<file path="src/rtl/known_sinks_loader.sv">
// known_sinks_loader: loads a known-sinks frame into the 32-byte sink region, pads unused entries, then flags done.
module known_sinks_loader #(
  parameter int MAX_SINKS = 16,
  parameter int WORD_WIDTH = 16,
  parameter int MEM_WIDTH = 8,
  parameter logic [15:0] PAD_ID = 16'hFFFF
) (
  input  logic                  clock,
  input  logic                  reset,
  input  logic                  start,
  input  logic [MEM_WIDTH-1:0]  rx_data,
  input  logic                  rx_valid,
  output logic                  rx_ready,
  output logic [WORD_WIDTH-1:0] mem_addr,
  output logic [MEM_WIDTH-1:0]  mem_data,
  output logic                  mem_wr,
  output logic [4:0]            sink_count,
  output logic                  overflow,
  output logic                  done
);
  localparam logic [1:0] IDLE = 2'd0, RECV = 2'd1, PAD = 2'd2, DONE = 2'd3;
  localparam logic [8:0] BYTES = 9'(2 * MAX_SINKS);
  localparam logic [7:0] MAX_N = 8'(MAX_SINKS);
  logic [1:0] state_q, state_d;
  logic [8:0] cnt_q, cnt_d;
  logic [7:0] n_q, n_d;
  logic [WORD_WIDTH-1:0] addr_q, addr_d;
  logic [MEM_WIDTH-1:0] data_q, data_d;
  logic wr_q, wr_d, ovf_q, ovf_d, done_q, done_d;
  logic [4:0] sink_q, sink_d;
  logic xfer;
  logic [7:0] rx_byte;
  assign rx_byte = 8'(rx_data);
  // start wins over a byte offered in the same cycle
  assign rx_ready = reset && !start && (state_q == IDLE || state_q == RECV);
  assign xfer = rx_valid && rx_ready;
  always_comb begin
    state_d = state_q;
    cnt_d = cnt_q;
    n_d = n_q;
    wr_d = 1'b0;
    addr_d = addr_q;
    data_d = data_q;
    sink_d = sink_q;
    ovf_d = ovf_q;
    done_d = done_q;
    if (start) begin
      state_d = IDLE;
      cnt_d = '0;
      sink_d = '0;
      ovf_d = 1'b0;
      done_d = 1'b0;
    end else if (state_q == IDLE) begin
      if (xfer) begin
        n_d = rx_byte;
        sink_d = rx_byte > MAX_N ? 5'(MAX_SINKS) : 5'(rx_byte);
        ovf_d = rx_byte > MAX_N;
        cnt_d = '0;
        state_d = rx_byte == 8'd0 ? PAD : RECV;
      end
    end else if (state_q == RECV) begin
      if (xfer) begin
        wr_d = cnt_q < BYTES;
        addr_d = wr_d ? WORD_WIDTH'(cnt_q) : addr_q;
        data_d = wr_d ? rx_data : data_q;
        cnt_d = cnt_q + 9'd1;
        // cnt_d doubles as the first pad address when the list is short
        if (cnt_q == {n_q, 1'b0} - 9'd1) state_d = n_q < MAX_N ? PAD : DONE;
      end
    end else if (state_q == PAD) begin
      wr_d = 1'b1;
      addr_d = WORD_WIDTH'(cnt_q);
      data_d = MEM_WIDTH'(cnt_q[0] ? PAD_ID[7:0] : PAD_ID[15:8]);
      cnt_d = cnt_q + 9'd1;
      state_d = cnt_q == BYTES - 9'd1 ? DONE : PAD;
    end else begin
      done_d = 1'b1;
    end
  end
  always_ff @(posedge clock or negedge reset) begin
    if (!reset) begin
      state_q <= IDLE;
      cnt_q <= '0;
      n_q <= '0;
      wr_q <= 1'b0;
      addr_q <= '0;
      data_q <= '0;
      sink_q <= '0;
      ovf_q <= 1'b0;
      done_q <= 1'b0;
    end else begin
      state_q <= state_d;
      cnt_q <= cnt_d;
      n_q <= n_d;
      wr_q <= wr_d;
      addr_q <= addr_d;
      data_q <= data_d;
      sink_q <= sink_d;
      ovf_q <= ovf_d;
      done_q <= done_d;
    end
  end
  assign mem_wr = wr_q;
  assign mem_addr = addr_q;
  assign mem_data = data_q;
  assign sink_count = sink_q;
  assign overflow = ovf_q;
  assign done = done_q;
endmodule

</file>
<file path="config.mk">
export PLATFORM = sky130hd
export DESIGN_NAME = known_sinks_loader
export DESIGN_NICKNAME = d
export VERILOG_FILES = /design/src/rtl/known_sinks_loader.sv
export SDC_FILE = /design/constraint.sdc
export NUM_CORES = 1
export LEC_CHECK = 0
export CORE_ASPECT_RATIO = 2
export CORE_UTILIZATION = 25
export CTS_BUF_LIST = sky130_fd_sc_hd__clkbuf_4
export DETAILED_ROUTE_END_ITERATION = 7
export PLACE_DENSITY = 0.46
export SETUP_SLACK_MARGIN = 0.5
export SYNTH_ARGS = -nofsm -noshare
export SYNTH_HDL_FRONTEND = slang
export SYNTH_SLANG_ARGS = --single-unit
</file>
<file path="constraint.sdc">
create_clock -name clock -period 2.15 [get_ports clock]
set_input_delay 0.645 -clock clock [delete_from_list [all_inputs] [get_ports clock]]
set_output_delay 0.645 -clock clock [all_outputs]
set_load 0.02 [all_outputs]
</file>
==> reports/qor.log, run 1 <==
INFO  placed_design  pre_cts_slack=-439ps
INFO  logic_synthesis async_reset_ff_share=100%
INFO  sta            min_period_over_period=102%
INFO  logic_synthesis post_synth_edffs=0
INFO  route          detail_route.wirelength.met1=2350microns
INFO  final_layout   fillerInstances=887
INFO  critical_path  crit_fanout=11
INFO  global_routing grt_start_max_net_pins=28
INFO  clock_network  clock-root-buffer=sky130_fd_sc_hd__clkbuf_4
INFO  run_status     outcome=finished with violations
INFO  route          remaining_antenna_violation_count_after_routing=0
INFO  route          met2RoutedLength=3520microns
INFO  route          met3_wirelength=141microns
INFO  logic_synthesis synth_flop_cell=sky130_fd_sc_hd__dfrtp_1
INFO  clock_network  post_cts_hold_buffer_count=0
INFO  final_layout   seq_area=1100squm
INFO  placed_design  area_of_placed_instances=3060squm
INFO  critical_path  setup.reg_to_reg.worst_slack=-40ps
INFO  route          drt-total-wl=6190microns
INFO  clock_network  clkSlewWorstSetupHoldPaths=140ps
INFO  final_layout   layout_common_cells=sky130_fd_sc_hd__dfrtp_1, sky130_fd_sc_hd__buf_4, sky130_fd_sc_hd__buf_2
INFO  critical_path  critPathCaptureType=register
INFO  critical_path  worst-setup-path-type=register to register
INFO  route          routed_wire_length_per_instance=15.7microns
INFO  floorplanning  floorplan.initialDensity=26.0%
INFO  sta            setup_slack_after_layout=-35.1ps
INFO  sta            setup_viol_count_final=8
INFO  route          top_signal_layer_used=met4
INFO  logic_synthesis ys.warnings.count=0
INFO  critical_path  cp.arrival=2450ps
INFO  power_and_ir_drop p_leak=1.58nW
INFO  power_and_ir_drop ir_worst_vdd=0.584mV
INFO  route          drcViolationCount=0
INFO  floorplanning  floorplan.die.width=69.1microns
INFO  floorplanning  die_height=136microns
INFO  final_layout   fin_nets=310
INFO  placed_design  routabilityCongestion=0.833
INFO  power_and_ir_drop power-per-cell-area=1050nW/um^2
INFO  logic_synthesis ys_seq_area_share=48.9%
INFO  clock_network  cts.htree.levels=2
INFO  run            maxCapViolations=0
INFO  route          drt_first_pass_iters=3
INFO  sta            rsz0062_at_grt=true
INFO  final_layout   commonest_non_fill_non_tap_cell_in_the_layout=sky130_fd_sc_hd__dfrtp_1
INFO  logic_synthesis yosys.cell_types.count=46
INFO  sta            finalClockSkew=9.97ps
INFO  placed_design  place.port_buffers=37
INFO  sta            slew_violations=0
INFO  final_layout   multiInputGateArea=1290squm
INFO  final_layout   drive_above_1_share=43.9%
INFO  clock_network  cts_buffer_depth=2
INFO  global_routing grt_use_total=14.3%
INFO  logic_synthesis syn_avg_cell_area=10.9squm
INFO  run_status     violations_in_the_final_reports=setup timing
INFO  power_and_ir_drop power.total=3.45mW
INFO  floorplanning  num_io_pins=45
INFO  global_routing globalRouteOverflowTotal=0
INFO  clock_network  cts.sinks=44
INFO  final_layout   flow.area_growth_from_synthesis=46.6%
INFO  floorplanning  core_region_area=8650squm
INFO  sta            final.min_clock_period=2190ps
INFO  floorplanning  core.rowCount=48
INFO  critical_path  worst-endpoint-required=2420ps
INFO  logic_synthesis synth-seq-cells=44
INFO  global_routing grt_pass1_wl=10,400microns
INFO  global_routing number_of_global_route_vias_before_repair=2,039
INFO  critical_path  timing.critical_path.from_type=register
INFO  floorplanning  die_area=9400squm
INFO  route          routed-via-count=1,885
INFO  clock_network  cts_tree=done
INFO  route          drt_first_iter_violations=18
INFO  logic_synthesis post_synth_instance_area=2250squm
INFO  route          routed_via_density=4.77
INFO  clock_network  worst_skew_pair.late_latency=370ps
INFO  global_routing antenna_found_initial=1
INFO  final_layout   final_area=3300squm
INFO  clock_network  cts_made_buffers=5
INFO  hold_path      holdCritPathClass=primary input to async pin
INFO  placed_design  dpl.hpwl=4710microns
INFO  logic_synthesis syn_inst=207
INFO  sta            clock.fmax=458MHz
INFO  sta            final_hold_viol_count=0
## critical path: stages (launching register included)
cell and delay [ps]:
sky130_fd_sc_hd__dfrtp_1 410, sky130_fd_sc_hd__or4_4 600, sky130_fd_sc_hd__nor4b_4 260, sky130_fd_sc_hd__mux2i_1 150, sky130_fd_sc_hd__nor3_4 170, sky130_fd_sc_hd__buf_12 160, sky130_fd_sc_hd__mux2_2 330
## stage by stage
step	setup TNS (ps)	hold WS [ps]	cells	utilization (%)
floorplan	-88.7	349	213	-
global route	-1580	341	395	38.1
finish	-257	346	395	38.1
detailed placement	-8140	487	378	35.4
CTS	-601	359	392	36.9
global placement	-7710	481	378	35.4
## per-layer routing
| layer | GRT usage [%] | up-vias |
|---|---|---|
| met5 | 0 | - |
| met4 | 8.84 | 0 |
| met3 | 1.78 | 12 |
| met2 | 27.7 | 35 |
| met1 | 14.1 | 928 |
| li1 | - | 910 |
## registers in the layout (all words and copies together), names as in the netlist
name,count
sink_count,5
mem_wr,1
mem_data,8
state_q,2
cnt_q,9
n_q,8
mem_addr,9
overflow,1
done,1
## path summary, 6_finish.rpt
check | cells past startpoint | startpoint | endpoint
worst min-delay path | 3 | reset | state_q[0]$_DFFE_PN0P_
worst max register to register | 6 | cnt_q[5]$_DFFE_PN0P_ | mem_addr[5]$_DFFE_PN0P_
min in group clock | 1 | mem_addr[1]$_DFFE_PN0P_ | mem_addr[1]$_DFFE_PN0P_
worst max-delay path | 6 | cnt_q[5]$_DFFE_PN0P_ | mem_addr[5]$_DFFE_PN0P_
max in group asynchronous | 3 | reset | mem_addr[5]$_DFFE_PN0P_
worst min register to register | 1 | mem_addr[1]$_DFFE_PN0P_ | mem_addr[1]$_DFFE_PN0P_
## repair_timing
item | in CTS | in global routing
pin swaps | 3 | 6
endpoints found under the setup margin | 69 | 44
buffers inserted | 6 | 2
gates resized for setup | 138 | 24
## layout make-up
class,instances,share of cell area (%)
sequential,44,33.4
inverter,6,0.683
antenna,1,0.0759
tap,100,3.80
clock buffer,6,1.37
clock inverter,2,0.342
timing repair buffer,87,21.1
multi-input combinational,149,39.3
## cell families (layout without fill, tap and decap cells)
family                     Yosys count  in the layout  share of synthesized area, %
AOI/OAI and AO/OA                   40             40                          13.0
xor gates and xnor gates            14             14                          5.45
adders and majority gates            5              5                          2.78
buffers and inverters               20            101                          4.84
DFF                                 44             44                          48.9
muxes                               17             17                          8.62
other                                1              8                         0.167
and+or+nand+nor                     66             66                          16.2
## cell usage after synthesis, types with 3 or more instances
library cell / count / area, sq um
sky130_fd_sc_hd__a21oi_1: 5 / 25.0
sky130_fd_sc_hd__a22o_1: 4 / 35.0
sky130_fd_sc_hd__buf_4: 7 / 52.6
sky130_fd_sc_hd__clkbuf_1: 4 / 15.0
sky130_fd_sc_hd__dfrtp_1: 44 / 1100
sky130_fd_sc_hd__ha_1: 5 / 62.6
sky130_fd_sc_hd__inv_1: 6 / 22.5
sky130_fd_sc_hd__mux2_2: 15 / 169
sky130_fd_sc_hd__nand2_1: 11 / 41.3
sky130_fd_sc_hd__nand2b_1: 3 / 18.8
sky130_fd_sc_hd__nand3_1: 6 / 30.0
sky130_fd_sc_hd__nor2_1: 17 / 63.8
sky130_fd_sc_hd__nor3_1: 7 / 35.0
sky130_fd_sc_hd__nor4_1: 4 / 25.0
sky130_fd_sc_hd__o21ai_0: 9 / 45.0
sky130_fd_sc_hd__o22a_1: 8 / 70.1
sky130_fd_sc_hd__or3_1: 3 / 18.8
sky130_fd_sc_hd__or4_1: 3 / 22.5
sky130_fd_sc_hd__xnor2_1: 7 / 61.3
sky130_fd_sc_hd__xor2_1: 7 / 61.3
## power breakdown
part / switching, mW / internal (mW) / total [mW]
Sequential: 0.158 / 1.04 / 1.20
Combinational: 0.932 / 0.900 / 1.83
Clock: 0.280 / 0.137 / 0.417
Power figures use the tool's default switching activity.
==> run 2, diff against run 1 <==
- CTS_CLUSTER_DIAMETER: default -> 30
==> results of run 2 <==
The final DEF is identical to that of run 1; final timing and power are the same.
==> run 3, diff against run 2 <==
- CAP_MARGIN: default -> 20
- CORE_UTILIZATION: 25 -> 39
- PLACE_DENSITY: 0.46 -> 0.66
==> run 3 against run 2 <==
Effect of this change:
- the flow still finishes with violations (setup timing)
- clock skew shrank 2.4 ps
- worst setup slack lost 29 ps
- final cell count shrank 9.4%
==> reports/qor.log, run 3 (synthesis results as in run 1) <==
INFO  hold_path      hold_path.startpoint=mem_addr[5]$_DFFE_PN0P_
INFO  final_layout   drive_above_1_share=47.3%
INFO  critical_path  critical_path.n_buffers_inverters=1
INFO  run            maxCapViolations=0
INFO  floorplanning  floorplan.initialDensity=41.1%
INFO  final_layout   layout_common_cells=sky130_fd_sc_hd__dfrtp_1, sky130_fd_sc_hd__buf_4, sky130_fd_sc_hd__buf_2
INFO  critical_path  cp.arrival=2460ps
INFO  final_layout   seq_area=1100squm
INFO  critical_path  cp_cell_sequence=or4_4 > nor4b_4 > mux2i_2 > nor3_4 > buf_12 > mux2_2
INFO  critical_path  worst-endpoint-required=2400ps
INFO  final_layout   finalNonFillerCells=358
INFO  route          drt_first_iter_violations=27
INFO  sta            setup_viol_count_final=9
INFO  hold_path      worst_hold_path.endpoint=mem_addr[5]$_DFFE_PN0P_
INFO  clock_network  cts.sinks=44
INFO  global_routing grt_start_max_net_pins=45
INFO  global_routing number_of_global_route_vias_before_repair=1,903
INFO  placed_design  place_inst=330
INFO  run_status     outcome=finished with violations
INFO  clock_network  worst_skew_pair.late_latency=360ps
INFO  clock_network  cts.htree.levels=2
INFO  route          routed_via_density=5.38
INFO  floorplanning  core_region_area=5470squm
INFO  critical_path  critPathCaptureType=register
INFO  critical_path  critical-path-slowest-cell=sky130_fd_sc_hd__or4_4
INFO  power_and_ir_drop p_leak=1.61nW
INFO  critical_path  worst-setup-path-type=register to register
INFO  clock_network  cts_made_buffers=5
INFO  clock_network  clock-root-buffer=sky130_fd_sc_hd__clkbuf_4
INFO  sta            clock.fmax=452MHz
INFO  sta            final_hold_viol_count=0
INFO  floorplanning  die_area=6090squm
INFO  sta            rsz0062_at_grt=true
INFO  power_and_ir_drop ir_worst_vdd=0.673mV
INFO  sta            min_period_over_period=103%
INFO  route          remaining_antenna_violation_count_after_routing=0
INFO  sta            finalClockSkew=7.60ps
INFO  floorplanning  num_io_pins=45
INFO  global_routing globalRouteOverflowTotal=0
INFO  clock_network  cts_tree=done
INFO  final_layout   multiInputGateArea=1350squm
INFO  route          drt_first_pass_iters=4
INFO  sta            setup_slack_after_layout=-64.0ps
INFO  critical_path  rr_startpoint=cnt_q[5]$_DFFE_PN0P_
INFO  final_layout   antenna_cells_inserted=0
INFO  critical_path  setup.reg_to_reg.worst_slack=-60ps
INFO  placed_design  dpl.hpwl=3930microns
INFO  sta            slew_worst_pin=549ps
INFO  placed_design  place.port_buffers=37
INFO  route          drcViolationCount=0
INFO  floorplanning  die_height=109microns
INFO  floorplanning  floorplan.die.width=55.7microns
INFO  placed_design  pre_cts_slack=-418ps
INFO  sta            aggregate_negative_setup_slack=-462ps
INFO  global_routing grt_pass1_wl=9110microns
INFO  critical_path  logic_depth_of_the_worst_register_to_register_path=6
INFO  sta            final.min_clock_period=2210ps
INFO  placed_design  routabilityCongestion=0.914
INFO  final_layout   fillerInstances=463
INFO  global_routing antenna_found_initial=0
INFO  sta            rel_slew_slack=63.4%
INFO  power_and_ir_drop power-per-cell-area=1080nW/um^2
INFO  final_layout   final_util=60.9%
INFO  hold_path      min_delay_path_depth=1
INFO  critical_path  crit_family=simple AND/OR/NAND/NOR gates
INFO  final_layout   fin_nets=314
INFO  critical_path  timing.critical_path.from_type=register
INFO  clock_network  cts_buffer_depth=2
INFO  route          routed_wire_length_per_instance=15.9microns
INFO  route          drt-total-wl=5700microns
INFO  run_status     violations_in_the_final_reports=setup timing
INFO  critical_path  cp_slowest_stage_delay=590ps
INFO  hold_path      holdCritPathClass=register to register
INFO  global_routing grt_use_total=19.9%
INFO  final_layout   flow.area_growth_from_synthesis=48.1%
INFO  critical_path  crit_fanout=11
INFO  sta            slew_violations=0
INFO  floorplanning  core.rowCount=38
INFO  critical_path  crit-reg2reg-capture=mem_addr[5]$_DFFE_PN0P_
INFO  clock_network  post_cts_hold_buffer_count=0
INFO  clock_network  clkSlewWorstSetupHoldPaths=110ps
INFO  route          routed-via-count=1,925
INFO  final_layout   commonest_non_fill_non_tap_cell_in_the_layout=sky130_fd_sc_hd__dfrtp_1
[run 3: cell count changes in the layout (fill, tap and decap cells not counted), moves of 2 or more]
cell and change:
sky130_fd_sc_hd__clkdlybuf4s15_1 +2, sky130_fd_sc_hd__dlymetal6s2s_1 -2, sky130_fd_sc_hd__buf_6 +5, sky130_fd_sc_hd__nor4_2 -2, sky130_fd_sc_hd__nand2_1 -3, sky130_fd_sc_hd__nand2_2 +2, sky130_fd_sc_hd__nand2_4 +2
[run 3: worst register-to-register path, stage by stage, from the launching register on]
cell and delay [ps]:
sky130_fd_sc_hd__dfrtp_1 410, sky130_fd_sc_hd__or4_4 590, sky130_fd_sc_hd__nor4b_4 300, sky130_fd_sc_hd__mux2i_2 140, sky130_fd_sc_hd__nor3_4 160, sky130_fd_sc_hd__buf_12 170
sky130_fd_sc_hd__mux2_2 340
[run 3: power breakdown]
group / total [mW] / switching (mW) / internal (mW)
registers: 1.23 / 0.186 / 1.04
clock network: 0.398 / 0.261 / 0.137
logic: 1.97 / 0.964 / 1.01
[run 3: cell type report]
cell class,instances,share of cell area [%]
Multi-Input combinational cell,149,40.5
Sequential cell,44,33.0
Timing Repair Buffer,91,21.8
Tap cell,60,2.25
Clock buffer,6,1.35
Inverter,6,0.676
Clock inverter,2,0.338
[run 3: what timing repair did]
item,4_1_cts,5_1_grt
gates resized for setup,146,39
pin swaps,8,21
setup endpoints to repair,69,45
gates cloned,1,0
buffers inserted,13,6
[run 3: how the worst max path moves through the flow]
stage | depth (start not counted) | start | slack, ps | end
after floorplan | 6 | cnt_q[5]$_DFFE_PN0P_ | -90 | mem_addr[7]$_DFFE_PN0P_
after global placement | 4 | start | -410 | rx_ready
after detailed placement | 4 | start | -420 | rx_ready
after CTS | 6 | cnt_q[5]$_DFFE_PN0P_ | -60 | mem_addr[8]$_DFFE_PN0P_
after global routing | 6 | cnt_q[5]$_DFFE_PN0P_ | -110 | mem_addr[6]$_DFFE_PN0P_
final | 6 | cnt_q[5]$_DFFE_PN0P_ | -60 | mem_addr[5]$_DFFE_PN0P_
[run 3: stage by stage]
stage               hold slack [ps]  total power [mW]  instance area [sq um]
floorplan                       349              2.19                   2350
global placement                489              2.73                   2950
detailed placement              486              2.75                   2950
CTS                             517              3.34                   3140
global route                    537              3.82                   3330
finish                          513              3.60                   3330
[run 3: metal layers]
layer	global-route usage, %	vias to the layer above	routed length [microns]
met5	0	-	0
met4	10.0	0	186
met3	3.53	15	156
met2	39.5	47	3370
met1	19.0	940	1980
li1	-	923	-
